[config.mk]
export PLATFORM = sky130hd
export DESIGN_NAME = param_updown_counter
export DESIGN_NICKNAME = d
export VERILOG_FILES = /design/src/rtl/counter_pkg.sv /design/src/rtl/counter_prescaler.sv /design/src/rtl/param_updown_counter.sv
export SDC_FILE = /design/constraint.sdc
export NUM_CORES = 1
export LEC_CHECK = 0
export BUFFER_PORTS_ARGS = -buffer_cell sky130_fd_sc_hd__buf_2
export CORE_MARGIN = 2
export CORE_UTILIZATION = 25
export CTS_CLUSTER_DIAMETER = 100
export CTS_CLUSTER_SIZE = 25
export DETAILED_ROUTE_END_ITERATION = 8
export PLACE_DENSITY_LB_ADDON = 0.25
export SLEW_MARGIN = 30
export SYNTH_ARGS = -nofsm -noshare
export SYNTH_HDL_FRONTEND = slang
export SYNTH_SLANG_ARGS = --single-unit
[constraint.sdc]
create_clock -name clk -period 2.2 [get_ports clk]
set_input_delay 0.11 -clock clk [delete_from_list [all_inputs] [get_ports clk]]
set_output_delay 0.11 -clock clk [all_outputs]
set_load 0.005 [all_outputs]
[src/rtl/counter_pkg.sv]
// rtl/counter_pkg.sv - shared constants and helpers for the parametrised counter
package counter_pkg;

  localparam int CNT_WRAP = 0;
  localparam int CNT_SAT  = 1;

  // Number of bits needed to hold values 0..value-1; 0 for value <= 1.
  function automatic int clog2(input int value);
    int r;
    r = 0;
    while ((1 << r) < value) r++;
    return r;
  endfunction

endpackage

[src/rtl/counter_prescaler.sv]
// rtl/counter_prescaler.sv - enabled-cycle divider producing one tick per PRESCALE enabled cycles
module counter_prescaler
  import counter_pkg::*;
#(
  parameter int PRESCALE = 1
) (
  input  logic clk,
  input  logic reset,
  input  logic en,
  input  logic restart,
  output logic tick
);

  localparam int PW = (clog2(PRESCALE) < 1) ? 1 : clog2(PRESCALE);
  localparam logic [PW-1:0] LAST = PW'(PRESCALE - 1);

  logic [PW-1:0] cnt_q, cnt_d;

  if (PRESCALE < 1) begin : g_bad_prescale
    $error("counter_prescaler: PRESCALE must be >= 1");
  end

  // tick is raw; the owner decides whether a restart overrides it.
  always_comb begin
    cnt_d = cnt_q;
    tick  = en && (cnt_q == LAST);
    if (restart) begin
      cnt_d = '0;
    end else if (en) begin
      cnt_d = (cnt_q == LAST) ? '0 : cnt_q + 1'b1;
    end
  end

  always_ff @(posedge clk or posedge reset) begin
    if (reset) begin
      cnt_q <= '0;
    end else begin
      cnt_q <= cnt_d;
    end
  end

endmodule

[src/rtl/param_updown_counter.sv]
// rtl/param_updown_counter.sv - modulo-N up/down counter with prescaler, clear/load and wrap/saturate
module param_updown_counter
  import counter_pkg::*;
#(
  parameter int WIDTH     = 5,
  parameter int MODULUS   = 32,
  parameter int SATURATE  = CNT_WRAP,
  parameter int PRESCALE  = 1,
  parameter int RESET_VAL = 0
) (
  input  logic             clk,
  input  logic             reset,
  input  logic             en,
  input  logic             up,
  input  logic             clear,
  input  logic             load,
  input  logic [WIDTH-1:0] load_val,
  output logic [WIDTH-1:0] q,
  output logic             tc,
  output logic             zero
);

  localparam logic [WIDTH-1:0] MAX_VAL = WIDTH'(MODULUS - 1);
  localparam logic [WIDTH-1:0] RST_VAL = WIDTH'(RESET_VAL);

  if (MODULUS < 2 || MODULUS > (2 ** WIDTH)) begin : g_bad_modulus
    $error("param_updown_counter: MODULUS must be in 2..2**WIDTH");
  end
  if (RESET_VAL < 0 || RESET_VAL >= MODULUS) begin : g_bad_reset_val
    $error("param_updown_counter: RESET_VAL must be < MODULUS");
  end

  logic [WIDTH-1:0] q_q, q_d;
  logic             tc_q, tc_d;
  logic             tick;
  logic             at_bound;

  counter_prescaler #(
    .PRESCALE (PRESCALE)
  ) u_prescaler (
    .clk     (clk),
    .reset   (reset),
    .en      (en),
    .restart (clear | load),
    .tick    (tick)
  );

  assign at_bound = up ? (q_q == MAX_VAL) : (q_q == '0);

  always_comb begin
    q_d  = q_q;
    tc_d = 1'b0;
    if (clear) begin
      q_d = RST_VAL;
    end else if (load) begin
      q_d = (load_val > MAX_VAL) ? MAX_VAL : load_val;
    end else if (tick) begin
      // tc flags any step attempted at the boundary, including a saturated hold.
      tc_d = at_bound;
      if (at_bound) begin
        if (SATURATE != CNT_SAT) q_d = up ? '0 : MAX_VAL;
      end else begin
        q_d = up ? q_q + 1'b1 : q_q - 1'b1;
      end
    end
  end

  always_ff @(posedge clk or posedge reset) begin
    if (reset) begin
      q_q  <= RST_VAL;
      tc_q <= 1'b0;
    end else begin
      q_q  <= q_d;
      tc_q <= tc_d;
    end
  end

  assign q    = q_q;
  assign tc   = tc_q;
  assign zero = (q_q == '0);

endmodule

==> impl_metrics.ini, run 1 <==
[outcome]
outcome = complete, no violations

[yosys]
summed_instance_area_of_the_synthesized_netlist_sq_um = 498
register_area_share_after_synthesis_pct = 30.2
synthDominantCellAreaShare_pct = 30.2
synth_cell_type_count = 25
synth-async-reset-ratio_pct = 100
dominantRegCellSynth = sky130_fd_sc_hd__dfrtp_1
synth_area_leaders = sky130_fd_sc_hd__dfrtp_1 (30%), sky130_fd_sc_hd__ha_1 (7.5%), sky130_fd_sc_hd__a21oi_1 (7.0%)
syn-mean-instance-area_sq_um = 8.44
postSynthRegisterBits = 6
ranking_of_synthesized_cells_by_instance_count = sky130_fd_sc_hd__a21oi_1 (7), sky130_fd_sc_hd__inv_1 (7), sky130_fd_sc_hd__nand2_1 (7)
syn-num-nets = 74
yosys_warnings = 0
synth_top_area_cell = sky130_fd_sc_hd__dfrtp_1
synthCells = 59
synth_enable_flop_cells = 0

[setup_path]
timing.critical_path.to_type = flop
worstPathCellList = fa_1 > nand3_1 > nand2_1 > nor3b_1 > o21a_1 > o311a_1
r2r_slack_ns = 0.35
cp-endpoint = q[4]
regToRegStartpoint = q[0]
critical_path_depth = 6
timing.critical_path.fanout_max = 6
timing.setup.critical_path_class = flop to flop
timing.reg2reg.worst_path_depth = 6
crit_path_start_kind = flop
critical_path_buf_inv_count = 0
crit_start = q[0]
worstPathRequired_ns = 2.33
worst_path_largest_cell_delay_ns = 0.46
critical-path-top-delay-family = compound AO/OA/AOI/OAI gates
crit_slowest_cell = sky130_fd_sc_hd__dfrtp_1
worst-endpoint-arrival_ns = 1.98
r2r-end = q[4]

[clock_tree]
total_of_cells_resized_after_clock_tree_synthesis = 0
cts.sinks = 6
clk_pin_slew_worst_paths_ns = 0.05
htree_levels = 1
clock_latency_ns = 0.25
cts_inserted_buffers = 3
root_buf_cell = sky130_fd_sc_hd__clkbuf_4
postCtsSetupBuffers = 0
tritoncts = built
max-clock-path-buffers = 2

[drt]
totalWireLength_um = 1220
post_drt_wl_per_cell_um = 11.5
drt_iter0_drc = 9
remaining_drc_errors = 0
drtAntennaViolNets = 0
post_drt_via_cell_ratio = 4.60
detail_route.first_pass.iterations = 4
via_count = 488

[floorplan]
ios = 18
floorplan.initialDensity_pct = 25.9
die_width_um = 48.6
rows = 16
core_area_sq_um = 1920
die_y_um = 48.6
dieArea_sq_um = 2360

[placed_design]
hpwl_detailed_um = 992
routabilityCongestion = 0.778
port-buffer-count = 17

[final_layout]
num-nets-final = 96
n_antenna_cell = 0
final_core_utilization_pct = 33.2
flow.area_growth_from_synthesis_pct = 28.1
post_route_cells_drive_above_1_share_pct = 27.8

[power_and_ir_drop]
pwr-share-clk_pct = 31.1
seq_power_share_pct = 38.0
power.density_cell_area_nw_per_um2 = 543
power.switching_fraction_pct = 33.0
power.net_switching_uw = 114
static-leakage-power_nw = 0.327
peakVddDrop_uv = 317
internal_power_uw = 232
p_comb_share_pct = 30.9

[run]
cap_violations = 0

[timing]
finalCriticalPeriod_ns = 1.85
fin_setup_tns_ns = 0
timing_max_transition_violations_final = 0
final-hold-violation-count = 0
tightest_slew_ns = 0.325
grt_setup_unrepaired = false
final.setup_skew_ns = 0.00231
final_min_period_over_clock_period_pct = 84.1
worst_case_hold_slack_ns = 0.0313
setup_viol = 0
max_freq_mhz = 540
slew_margin_rel_pct = 78.1

[global_route]
track_usage_pct = 11.8
largest_net_degree_at_the_start_of_global_routing = 9
grt_pass1_wl_um = 2180
globalRoute.totalOverflow = 0
grt_pass1_vias = 472
antenna_found_initial = 0

[worst_hold_path]
min-delay-path-class = input pin to flop
## layout make-up
class	instances	area, sq um
clock buffers	3	22.5
fillers	229	1280
inverters	7	26.3
multi-input cells	45	310
flip-flops and latches	6	150
well taps	27	33.8
repair buffers	18	95.1
## registers in the layout (all words and copies together) (netlist names)
name and flops:
q 5, tc 1
## cells in the final DEF (no fill, tap or decap)
cell                            count
sky130_fd_sc_hd__and4_1             1
sky130_fd_sc_hd__nor3b_1            1
sky130_fd_sc_hd__a21oi_1            7
sky130_fd_sc_hd__xor2_1             2
sky130_fd_sc_hd__clkbuf_4           3
sky130_fd_sc_hd__nor4_2             1
sky130_fd_sc_hd__fa_1               1
sky130_fd_sc_hd__o311a_1            2
sky130_fd_sc_hd__ha_1               3
sky130_fd_sc_hd__and2_1             1
sky130_fd_sc_hd__inv_1              7
sky130_fd_sc_hd__o22ai_1            1
sky130_fd_sc_hd__o221a_2            1
sky130_fd_sc_hd__a21o_1             1
sky130_fd_sc_hd__nand2b_1           1
sky130_fd_sc_hd__nand4_1            1
sky130_fd_sc_hd__o2111ai_1          1
sky130_fd_sc_hd__nor2_1             3
sky130_fd_sc_hd__buf_2             17
sky130_fd_sc_hd__dfrtp_1            6
sky130_fd_sc_hd__dlygate4sd3_1      1
sky130_fd_sc_hd__xnor2_1            1
sky130_fd_sc_hd__nor3_1             1
sky130_fd_sc_hd__o21ai_0            4
sky130_fd_sc_hd__nand2_1            7
sky130_fd_sc_hd__nand3_1            1
sky130_fd_sc_hd__o21a_1             3
## logic make-up (layout without fill, tap and decap cells)
group	after synthesis	count (layout)	share of synthesized area, %
AO/OA/AOI/OAI	20	20	26.4
AND/OR/NAND/NOR	18	18	19.1
buffers and inverters	8	28	7.54
flip-flops	6	6	30.1
adder cells (fa/ha/maj)	4	4	11.6
XOR/XNOR	3	3	5.28
## metal layers
layer  up-vias  wire length [um]  track usage [%]
met5         -                 0                0
met4         0                34             7.14
met3         5                80             3.40
met2        16               496             16.0
met1       210               612             16.3
li1        257                 -                -
## per-stage QoR
| stage | setup WS (ns) | instance area [sq um] | power (mW) | instances |
|---|---|---|---|---|
| after CTS | 0.350 | 638 | 0.347 | 106 |
| after global placement | 0.367 | 606 | 0.240 | 102 |
| final | 0.349 | 638 | 0.347 | 106 |
| after global routing | 0.245 | 638 | 0.370 | 106 |
| after floorplan | 0.467 | 498 | 0.203 | 59 |
| after detailed placement | 0.350 | 606 | 0.239 | 102 |
## power by group through the flow
stage	Sequential, mW	Clock, mW	Combinational (mW)
after floorplan	0.132	0	0.0713
after global placement	0.133	0	0.107
after detailed placement	0.134	0	0.105
after CTS	0.132	0.107	0.108
after global routing	0.134	0.115	0.121
final	0.132	0.108	0.107
## repair_timing
item | CTS | global route
endpoints found under the setup margin | 0 | 0
hold buffers | 1 | 0
hold endpoints to repair | 6 | 0
## worst min path at each step
stage	start	depth (start not counted)	endpoint	slack, ns
after CTS	clear	2	q[0]	0.04
after floorplan	reset	1	q[0]	-0.1
after global routing	clear	2	q[1]	0.04
final	clear	2	q[0]	0.03
after global placement	reset	2	tc	0.04
after detailed placement	reset	2	q[0]	0.05
Note: power is estimated with default switching activity, not from simulation.
==> inputs of run 2 (changes only) <==
==> constraint.sdc (replaced) <==
create_clock -name clk -period 1.7 [get_ports clk]
set_input_delay 0.085 -clock clk [delete_from_list [all_inputs] [get_ports clk]]
set_output_delay 0.085 -clock clk [all_outputs]
set_load 0.005 [all_outputs]
==> run 2 against run 1 <==
Critical path depth unchanged. Global-route usage is 0.11 points lower. Sequential cell count did not move. Via count grew 5.3%. First-iteration DRC count is 11% higher. Highest routed layer is now met3.
==> impl_metrics.ini, run 2 (same netlist as run 1, synthesis figures left out) <==
[outcome]
outcome = complete, no violations

[final_layout]
num-nets-final = 103
final_core_utilization_pct = 37.5
largest_register_ffs = 5
seq_area_sq_um = 151
n_antenna_cell = 0
layout_commonest_cell = sky130_fd_sc_hd__buf_2
fillCellCount = 217
final_cell_mix = sky130_fd_sc_hd__buf_2 (17), sky130_fd_sc_hd__nand2_1 (7), sky130_fd_sc_hd__inv_1 (7), sky130_fd_sc_hd__buf_4 (7), sky130_fd_sc_hd__a21oi_1 (6)
multi_input_area_sq_um = 335
flow.area_growth_from_synthesis_pct = 44.7
post_route_cells_drive_above_1_share_pct = 39.1

[drt]
drt_iter0_drc = 10
drtAntennaViolNets = 0
post_drt_via_cell_ratio = 4.51
via_count = 514
post_drt_wl_per_cell_um = 11.3
totalWireLength_um = 1280
remaining_drc_errors = 0
detail_route.first_pass.iterations = 4

[timing]
final.setup_skew_ns = 0.00869
final-hold-violation-count = 0
timing_max_transition_violations_final = 0
tightest_slew_ns = 0.312
slew_margin_rel_pct = 79.0
finalCriticalPeriod_ns = 1.67
final_min_period_over_clock_period_pct = 98.0
worst_case_hold_slack_ns = 0.0134
finalWorstSetupSlack_ns = 0.0337
grt_setup_unrepaired = true
setup_viol = 0
max_freq_mhz = 600

[power_and_ir_drop]
post-layout-total-power_uw = 483
static-leakage-power_nw = 0.361
power.density_cell_area_nw_per_um2 = 670
power.switching_fraction_pct = 31.0
power.net_switching_uw = 150
pwr-share-clk_pct = 28.7
seq_power_share_pct = 34.2
internal_power_uw = 333
p_comb_share_pct = 37.1
peakVddDrop_uv = 340

[setup_path]
cp-endpoint = q[4]
r2r-end = q[4]
timing.critical_path.to_type = flop
crit_start = q[0]
timing.reg2reg.worst_path_depth = 6
timing.setup.critical_path_class = flop to flop
worstPathRequired_ns = 1.83
crit_slowest_cell = sky130_fd_sc_hd__dfrtp_2
critical_path_buf_inv_count = 0
timing.critical_path.fanout_max = 3
worst_path_largest_cell_delay_ns = 0.42
worst-endpoint-arrival_ns = 1.79
crit_path_start_kind = flop
critical_path_depth = 6
critical-path-top-delay-family = compound AO/OA/AOI/OAI gates
worstPathCellList = fa_2 > nand3_1 > nand2_1 > nor3b_1 > o21a_1 > o311a_1
regToRegStartpoint = q[0]
r2r_slack_ns = 0.03

[floorplan]
core_area_sq_um = 1920
ios = 18
die_width_um = 48.6
floorplan.initialDensity_pct = 25.9
dieArea_sq_um = 2360
die_y_um = 48.6
rows = 16

[placed_design]
preCtsSetupSlack_ns = -0.00248
port-buffer-count = 17
hpwl_detailed_um = 1040
routabilityCongestion = 0.792

[clock_tree]
tritoncts = built
clk_pin_slew_worst_paths_ns = 0.05
postCtsSetupBuffers = 0
clock_latency_ns = 0.24
max-clock-path-buffers = 2
cts.sinks = 6
root_buf_cell = sky130_fd_sc_hd__clkbuf_4
htree_levels = 1
cts_inserted_buffers = 3

[global_route]
global_route.peak_usage_layer = met2
antenna_found_initial = 0
largest_net_degree_at_the_start_of_global_routing = 9
globalRoute.totalOverflow = 0
grt_met2_usage_pct = 18.7
track_usage_pct = 11.7
groute.layer.met3.usage_pct = 4.01
grt_pass1_vias = 491
groute.layer.met1.usage_pct = 15.0
grt_pass1_wl_um = 2180

[worst_hold_path]
min-delay-path-class = input pin to flop

[run]
cap_violations = 0
==> run 2: cell types whose count changed in the layout (fill, tap and decap cells not counted), sizes merged <==
cell | previous run | this run
clkbuf | 3 | 4
buf | 17 | 24
==> run 2: repair_timing <==
action | in CTS | in global routing
endpoints found under the setup margin | 1 | 2
resized for setup | 1 | 2
hold buffers | 1 | 0
endpoints found under the hold margin | 6 | 0
pin swaps | 0 | 7
==> run 2: per-layer routing <==
metal  share of wire [%]  vias up
met5                   0        -
met4                   0        0
met3                 5.1        0
met2                  48       13
met1                  47      233
li1                    -      268
==> run 2: worst min-delay path by stage <==
| stage | slack, ns | cells after the start | endpoint | start |
|---|---|---|---|---|
| after floorplan | -0.12 | 1 | q[1] | reset |
| after global placement | 0.02 | 2 | tc | reset |
| after detailed placement | 0.02 | 2 | tc | reset |
| after CTS | 0.006 | 2 | q[0] | clear |
| after global routing | 0.004 | 2 | q[0] | clear |
| final | 0.01 | 2 | q[0] | clear |
==> run 2: power groups by stage <==
stage	clock (mW)	combinational, mW	sequential, mW
global route	0.156	0.201	0.166
floorplan	0	0.0928	0.171
finish	0.139	0.179	0.165
global placement	0	0.169	0.166
detailed placement	0	0.169	0.166
CTS	0.145	0.175	0.164
==> run 2: stage by stage <==
step                area, sq um  cells  setup TNS (ns)
global placement            662    109               0
CTS                         702    114               0
global route                721    114         -0.0552
floorplan                   502     59        -0.00274
finish                      721    114               0
detailed placement          662    109        -0.00248
==> run 2: area by class of cell <==
class	instances	area share [%]
flip-flops and latches	6	21.0
inverters	7	3.65
multi-input cells	45	46.5
well taps	27	4.69
repair buffers	25	20.5
clock buffers	4	3.65
